==> src/rtl/waifu_rom_arb.sv <==
// Single-port portrait ROM arbiter: display port D has absolute priority and fixed
// latency; port B uses valid/ready with a credit-limited in-order response FIFO.
module waifu_rom_arb #(
  parameter int ADDR_W     = 17,
  parameter int DATA_W     = 24,
  parameter int ROM_LAT    = 1,
  parameter int RSP_DEPTH  = 4,
  parameter int STARVE_LIM = 1024
) (
  input  logic              clk,
  input  logic              reset_n,
  input  logic              disp_req,
  input  logic [ADDR_W-1:0] disp_addr,
  output logic              disp_valid,
  output logic [DATA_W-1:0] disp_data,
  input  logic              b_req_valid,
  input  logic [ADDR_W-1:0] b_req_addr,
  output logic              b_req_ready,
  output logic              b_rsp_valid,
  output logic [DATA_W-1:0] b_rsp_data,
  input  logic              b_rsp_ready,
  output logic [ADDR_W-1:0] rom_addr,
  input  logic [DATA_W-1:0] rom_q,
  output logic              b_starved
);

  localparam int PW = (RSP_DEPTH > 1) ? $clog2(RSP_DEPTH) : 1;
  localparam int CW = $clog2(RSP_DEPTH + 1);
  localparam int IW = $clog2(ROM_LAT + 1);
  localparam int SW = CW + 1;
  localparam int WW = $clog2(STARVE_LIM + 1);

  logic [ROM_LAT-1:0] vld_pipe_q, vld_pipe_d;
  logic [ROM_LAT-1:0] own_b_q, own_b_d;
  logic [IW-1:0]      inflight_b;
  logic [CW-1:0]      fifo_cnt_q, fifo_cnt_d;
  logic [PW-1:0]      wr_ptr_q, wr_ptr_d, rd_ptr_q, rd_ptr_d;
  logic [DATA_W-1:0]  mem_q [RSP_DEPTH];
  logic [WW-1:0]      wait_q, wait_d;
  logic               starved_q, starved_d;
  logic               credit_ok, accept, push, pop;

  always_comb begin
    inflight_b = '0;
    for (int i = 0; i < ROM_LAT; i++)
      inflight_b = inflight_b + IW'(vld_pipe_q[i] & own_b_q[i]);
  end

  // Credits count every B read not yet popped: in the tag pipe or in the FIFO.
  assign credit_ok   = (SW'(inflight_b) + SW'(fifo_cnt_q)) < SW'(RSP_DEPTH);
  assign b_req_ready = reset_n & ~disp_req & b_req_valid & credit_ok;
  assign accept      = b_req_valid & b_req_ready;

  always_comb begin
    rom_addr = '0;
    if (reset_n) begin
      if (disp_req)         rom_addr = disp_addr;
      else if (b_req_valid) rom_addr = b_req_addr;
    end
  end

  assign disp_valid  = vld_pipe_q[ROM_LAT-1] & ~own_b_q[ROM_LAT-1];
  assign disp_data   = disp_valid ? rom_q : '0;
  assign push        = vld_pipe_q[ROM_LAT-1] & own_b_q[ROM_LAT-1];
  assign b_rsp_valid = fifo_cnt_q != '0;
  assign b_rsp_data  = b_rsp_valid ? mem_q[rd_ptr_q] : '0;
  assign pop         = b_rsp_valid & b_rsp_ready;
  assign b_starved   = starved_q;

  always_comb begin
    vld_pipe_d    = '0;
    own_b_d       = '0;
    vld_pipe_d[0] = disp_req | accept;
    own_b_d[0]    = ~disp_req;
    for (int i = 1; i < ROM_LAT; i++) begin
      vld_pipe_d[i] = vld_pipe_q[i-1];
      own_b_d[i]    = own_b_q[i-1];
    end
    wr_ptr_d   = wr_ptr_q + PW'(push);
    rd_ptr_d   = rd_ptr_q + PW'(pop);
    fifo_cnt_d = fifo_cnt_q + CW'(push) - CW'(pop);
    wait_d     = wait_q;
    if (accept)
      wait_d = '0;
    else if (b_req_valid && !b_req_ready && wait_q != WW'(STARVE_LIM))
      wait_d = wait_q + WW'(1);
    starved_d = starved_q | (wait_d == WW'(STARVE_LIM));
  end

  always_ff @(posedge clk or negedge reset_n) begin
    if (!reset_n) begin
      vld_pipe_q <= '0;
      own_b_q    <= '0;
      fifo_cnt_q <= '0;
      wr_ptr_q   <= '0;
      rd_ptr_q   <= '0;
      wait_q     <= '0;
      starved_q  <= 1'b0;
    end else begin
      vld_pipe_q <= vld_pipe_d;
      own_b_q    <= own_b_d;
      fifo_cnt_q <= fifo_cnt_d;
      wr_ptr_q   <= wr_ptr_d;
      rd_ptr_q   <= rd_ptr_d;
      wait_q     <= wait_d;
      starved_q  <= starved_d;
    end
  end

  always_ff @(posedge clk) begin
    if (push) mem_q[wr_ptr_q] <= rom_q;
  end

  // The credit check makes a push into a full FIFO without a pop unreachable.
  a_no_overflow: assert property (@(posedge clk) disable iff (!reset_n)
    !(push && !pop && fifo_cnt_q == CW'(RSP_DEPTH)));

endmodule

==> config.mk <==
export PLATFORM = sky130hd
export DESIGN_NAME = waifu_rom_arb
export DESIGN_NICKNAME = d
export VERILOG_FILES = /design/src/rtl/waifu_rom_arb.sv
export SDC_FILE = /design/constraint.sdc
export NUM_CORES = 1
export LEC_CHECK = 0
export BUFFER_PORTS_ARGS = -buffer_cell sky130_fd_sc_hd__clkbuf_2
export CAP_MARGIN = 10
export CORE_UTILIZATION = 48
export DETAILED_ROUTE_END_ITERATION = 12
export PLACE_DENSITY = 0.72
export SLEW_MARGIN = 5
export SYNTH_ARGS = -nofsm -noshare
export SYNTH_HDL_FRONTEND = slang
export SYNTH_SLANG_ARGS = --single-unit
==> constraint.sdc <==
create_clock -name clk -period 2.9 [get_ports clk]
set_clock_uncertainty 0.2 [all_clocks]
set_input_delay 0.145 -clock clk [delete_from_list [all_inputs] [get_ports clk]]
set_output_delay 0.145 -clock clk [all_outputs]
set_load 0.01 [all_outputs]
Word level (Yosys, flattened, before mapping)
Memory sizes are Yosys's and may differ from the RTL's.
Index checks and enable logic that the tools add are counted.
W data, S select, Z words.
{"block": "totals", "latch_bits": 0, "ff_bits": 21, "mem_bits_rw": 96, "memories": 1, "out_inout_bits": 69, "rom_bits": 0, "in_bits": 63, "word_cells": 41}
{"memory": "mem_q", "depth": 4, "word_bits": 24, "read_ports": 1, "rd_clocked_by_memory_dff": 0, "write_ports": 1, "line": "38", "rtl": "logic [DATA_W-1:0] mem_q [RSP_DEPTH];"}
{"block": "op_classes", "n_lt_le_gt_ge": 1, "n_shift": 0, "reduce_logical": 4, "n_bitwise": 11, "mul": 0, "n_eq_ne": 2, "add_sub_neg": 6, "div": 0, "muxes": 9}
{"op": "$mux W17", "count": 3}
{"op": "$mux W24", "count": 2}
{"op": "$mux W11", "count": 2}
{"op": "$add A11 B1 Y11 const B", "count": 1}
{"op": "$eq A11 B11 Y1 const B", "count": 1}
{"op": "$ne A11 B11 Y1 const B", "count": 1}
{"op": "$and A1 B1 Y1", "count": 7}
{"op": "$add A1 B3 Y4", "count": 1}
{"op": "$add A2 B1 Y2", "count": 2}
{"op": "$lt A4 B3 Y1 const B", "count": 1}
{"op": "$add A3 B1 Y3", "count": 1}
{"op": "$reduce_bool A3 Y1", "count": 1}
{"op": "$sub A3 B1 Y3", "count": 1}
{"op": "$logic_and A1 B1 Y1", "count": 2}
{"op": "$mux W1", "count": 2}
{"op": "$not A1 Y1", "count": 2}
{"op": "$or A1 B1 Y1", "count": 2}
{"op": "$logic_not A1 Y1", "count": 1}

Depth between registers and ports, before layout
{"block": "logic_depth", "depth_word": 11, "ltp_mapped": 9, "mapped_depth_nobuf": 8}

Least setup slack after synthesis
No wires, ideal clock.
{"block": "synth_path", "path_type": "register -> register", "startpoint": "register own_b_q", "endpoint": "memory mem_q[1][0], enable pin", "stages_incl_launch_ff": 3, "path_buffers": 0, "slack_ns": -0.037, "setup_time_ns": 0.440, "arrival_ns": 2.296, "required_ns": 2.260, "period_less_slack_ns": 2.937, "path_cell_list": "dfrtp_1 -> nand2_1 -> nor3b_1"}
{"block": "synth_between", "elab_chain_cells": 3}
{"item": "start, declared", "line": "34", "rtl": "logic [ROM_LAT-1:0] own_b_q, own_b_d;"}
{"item": "start signal, assigned", "line": "101", "rtl": "own_b_q <= own_b_d;"}
{"item": "$and A1 B1 Y1", "line": "64", "rtl": "assign push = vld_pipe_q[ROM_LAT-1] & own_b_q[ROM_LAT-1];"}
{"item": "$mux W1", "line": "111", "rtl": "if (push) mem_q[wr_ptr_q] <= rom_q;"}
{"item": "$mux W1 (not written as such)", "line": "111"}
{"item": "end, declared", "line": "38"}
Every way passes these cells.

Worst setup path in the final report
{"block": "layout_path", "startpoint": "input port reset_n", "endpoint": "output port rom_addr[13]"}
{"block": "layout_between", "elab_chain_cells": 1}
{"item": "start, declared", "line": "11", "rtl": "input logic reset_n,"}
{"item": "$mux W17", "line": "56", "rtl": "if (reset_n) begin"}
{"item": "end, declared", "line": "22", "rtl": "output logic [ADDR_W-1:0] rom_addr,"}
Every way passes these cells.

==> flow_summary.yaml <==
cells_and_area:
  final_nets: 563
  drive_above_1_share: 0.420
  fin_area_um2: 6920
  final_cells: 642
  nFillCells: 701
  final_cell_mix: "clkbuf_2, edfxtp_1, dlygate4sd3_1"
  regArea_um2: 3410
  syn_to_final_growth_pct: 35.4
  multiInputGateArea_um2: 1640
  final_common_cell: "clkbuf_2"
  final_util: 0.670
clock_tree:
  clk_latency_ns: 0.50
  cts_tree: "yes"
  cts_max_level: 4
  clk_path_buf_depth: 2
  cts.sinks: 117
  numCtsBuffers: 17
  clockRootBuffer: "clkbuf_8"
  clk_pin_slew_ns: 0.05
worst_hold_path:
  hold_path_class: "primary input to flip-flop"
  whs_endpoint: "own_b_q"
  worstHoldStart: "disp_req"
  holdPathStages: 3
synthesis:
  yosysTopAreaCellShare: 0.564
  synth_cell_type_count: 40
  syn_area_um2: 5110
  syn_nets: 387
  synth_seq_cells: 117
  ys_seq_area_frac: 0.667
  ys_dominant_reg_cell: "edfxtp_1"
  synthCells: 316
  synth_top_area_cell: "edfxtp_1"
  async_flop_share: 0.179
  synth_edf_count: 96
  synthTopCellsByArea: "edfxtp_1, mux4_2, dfrtp_1"
  synth.avg_cell_area_um2: 16.2
  yosys_warnings: 0
critical_path:
  crit_fanout: 17
  cp.arrival_ns: 2.23
  end_kind: "primary output"
  crit_slowest_cell: "dlygate4sd3_1"
  path_class: "primary input to primary output"
  rrSetupSlack_ns: 0.72
  path_cells: "dlygate4sd3_1, dlygate4sd3_1, clkbuf_2, and2_1, a22o_1, clkbuf_2"
  reg2reg_depth: 8
  start_kind: "primary input"
  r2r-end: "fifo_cnt_q[2]"
  timing.rr.start: "fifo_cnt_q[1]"
  cp.required_ns: 2.56
  critPathMaxStageDelay_ns: 0.54
placed_design:
  place_congestion: 0.830
  dp.cells: 579
  placedInstanceArea_um2: 5990
  dp.final_hpwl_um: 6700
  place_ws_ns: 0.747
  portBuffers: 131
floorplan:
  die_height_um: 105
  die_w_um: 105
  fp-row-count: 37
  ioPinCount: 132
  die_area_um2: 11100
  core-area_um2: 10300
  initial_core_util: 0.495
timing:
  tns_ns: 0
  slew_violations: 0
  whs_ns: 0.175
  finalCriticalPeriod_ns: 2.57
  finalSetupViolations: 0
  slew_headroom: 0.626
  rsz0062_at_grt: "no"
  max_freq_mhz: 389
  tightest_slew_ns: 0.560
  min_period_over_period: 0.887
  setup_slack_ns: 0.328
  hold_viol: 0
global_route:
  antenna_found_initial: 0
  grt_pass1_vias: 3479
  grt.total_usage: 0.211
  gr-total-overflow: 0
  grt_busiest_layer: "met2"
  grt_max_degree: 26
  grt_use_met1: 0.248
  grt_pass1_wl_um: 17200
  grt_util_met3: 0.0474
  met2_usage: 0.376
route:
  drc: 0
  wl_per_cell_um: 17.1
  viasPerCell: 5.22
  drt_iter0_drc: 176
  detail-route-antenna-nets: 0
  drt_wl_total_um: 11000
  vias: 3349
  dr.pass1.iters: 4
pwr:
  p_leak_nw: 2.82
  p_per_area_nw_per_um2: 896
  ir_drop_mv: 0.463
  power.total_mw: 6.20
outcome:
  status: "finished clean"
job:
  maxCapViolCount: 0
-- metal layers --
| metal | wire [µm] | part of all wire | vias up |
|---|---|---|---|
| met1 | 4550 | 0.41 | 1648 |
| met5 | 0 | 0 | - |
| li1 | - | - | 1563 |
| met2 | 5800 | 0.53 | 129 |
| met3 | 525 | 0.048 | 9 |
| met4 | 89 | 0.0081 | 0 |
-- final cells by class --
cell class              instances  area share
well taps                     136      0.0246
clock inverters                15      0.0297
repair buffers                172       0.150
flip-flops and latches        117       0.493
diodes                          1    0.000362
multi-input cells             173       0.236
inverters                      11     0.00597
clock buffers                  17      0.0599
-- repair_timing --
action,in CTS,in global routing
hold endpoints to repair,125,0
hold buffers,30,0
gates resized for setup,0,0
setup buffers,0,0
-- worst max path at each step --
stage                          end  depth (start not counted)           from  slack (ns)
CTS                 b_rsp_data[20]                          4    rd_ptr_q[0]        0.27
floorplan              mem_q[0][0]                          2        own_b_q        0.11
detailed placement   fifo_cnt_q[2]                          8  fifo_cnt_q[1]        0.75
global placement     fifo_cnt_q[2]                          8  fifo_cnt_q[1]        0.83
global route        b_rsp_data[20]                          4    rd_ptr_q[0]        0.20
finish                rom_addr[13]                          6        reset_n        0.33
-- cells in the mapped netlist (all sizes together) (2+ instances only) --
cell type and instances:
or4 2, clkbuf 11, o21ai 2, or2 2, buf 4, nor2b 26
and3 3, nor2 14, dfrtp 21, nor3 7, xor2 8, nand3 3
ha 7, a22o 17, nor3b 2, edfxtp 96, mux2i 2, inv 11
and2 26, nand4 3, nand3b 2, nand2 7, xnor2 5, mux4 24
-- logic make-up (layout without fill, tap and decap cells) --
| family | Yosys count | after routing | share of synthesized area |
|---|---|---|---|
| muxes | 26 | 26 | 0.110 |
| buffers and inverters | 26 | 215 | 0.0196 |
| other | 0 | 1 | 0 |
| xor gates and xnor gates | 13 | 13 | 0.0223 |
| DFF | 117 | 117 | 0.667 |
| adders and majority gates | 8 | 8 | 0.0211 |
| and+or+nand+nor | 100 | 100 | 0.115 |
| AOI/OAI and AO/OA | 26 | 26 | 0.0453 |
-- registers in the layout (all words and copies together) (netlist names) --
name        count
b_starved       1
fifo_cnt_q      3
mem_q          96
own_b_q         1
rd_ptr_q        2
vld_pipe_q      1
wait_q         11
wr_ptr_q        2
-- worst max-delay path: cells and delay by family --
| kind | cells | cell delay [ns] |
|---|---|---|
| buffers and inverters | 4 | 1.35 |
| AND/OR/NAND/NOR | 1 | 0.50 |
| AO/OA/AOI/OAI | 1 | 0.23 |
-- power by group --
part / switching (mW) / internal, mW / leakage [nW]
registers: 0.197 / 2.08 / 1.14
clock network: 0.738 / 1.40 / 0.284
logic: 0.894 / 0.896 / 1.40
No activity file was read; power rests on OpenSTA's default activity.
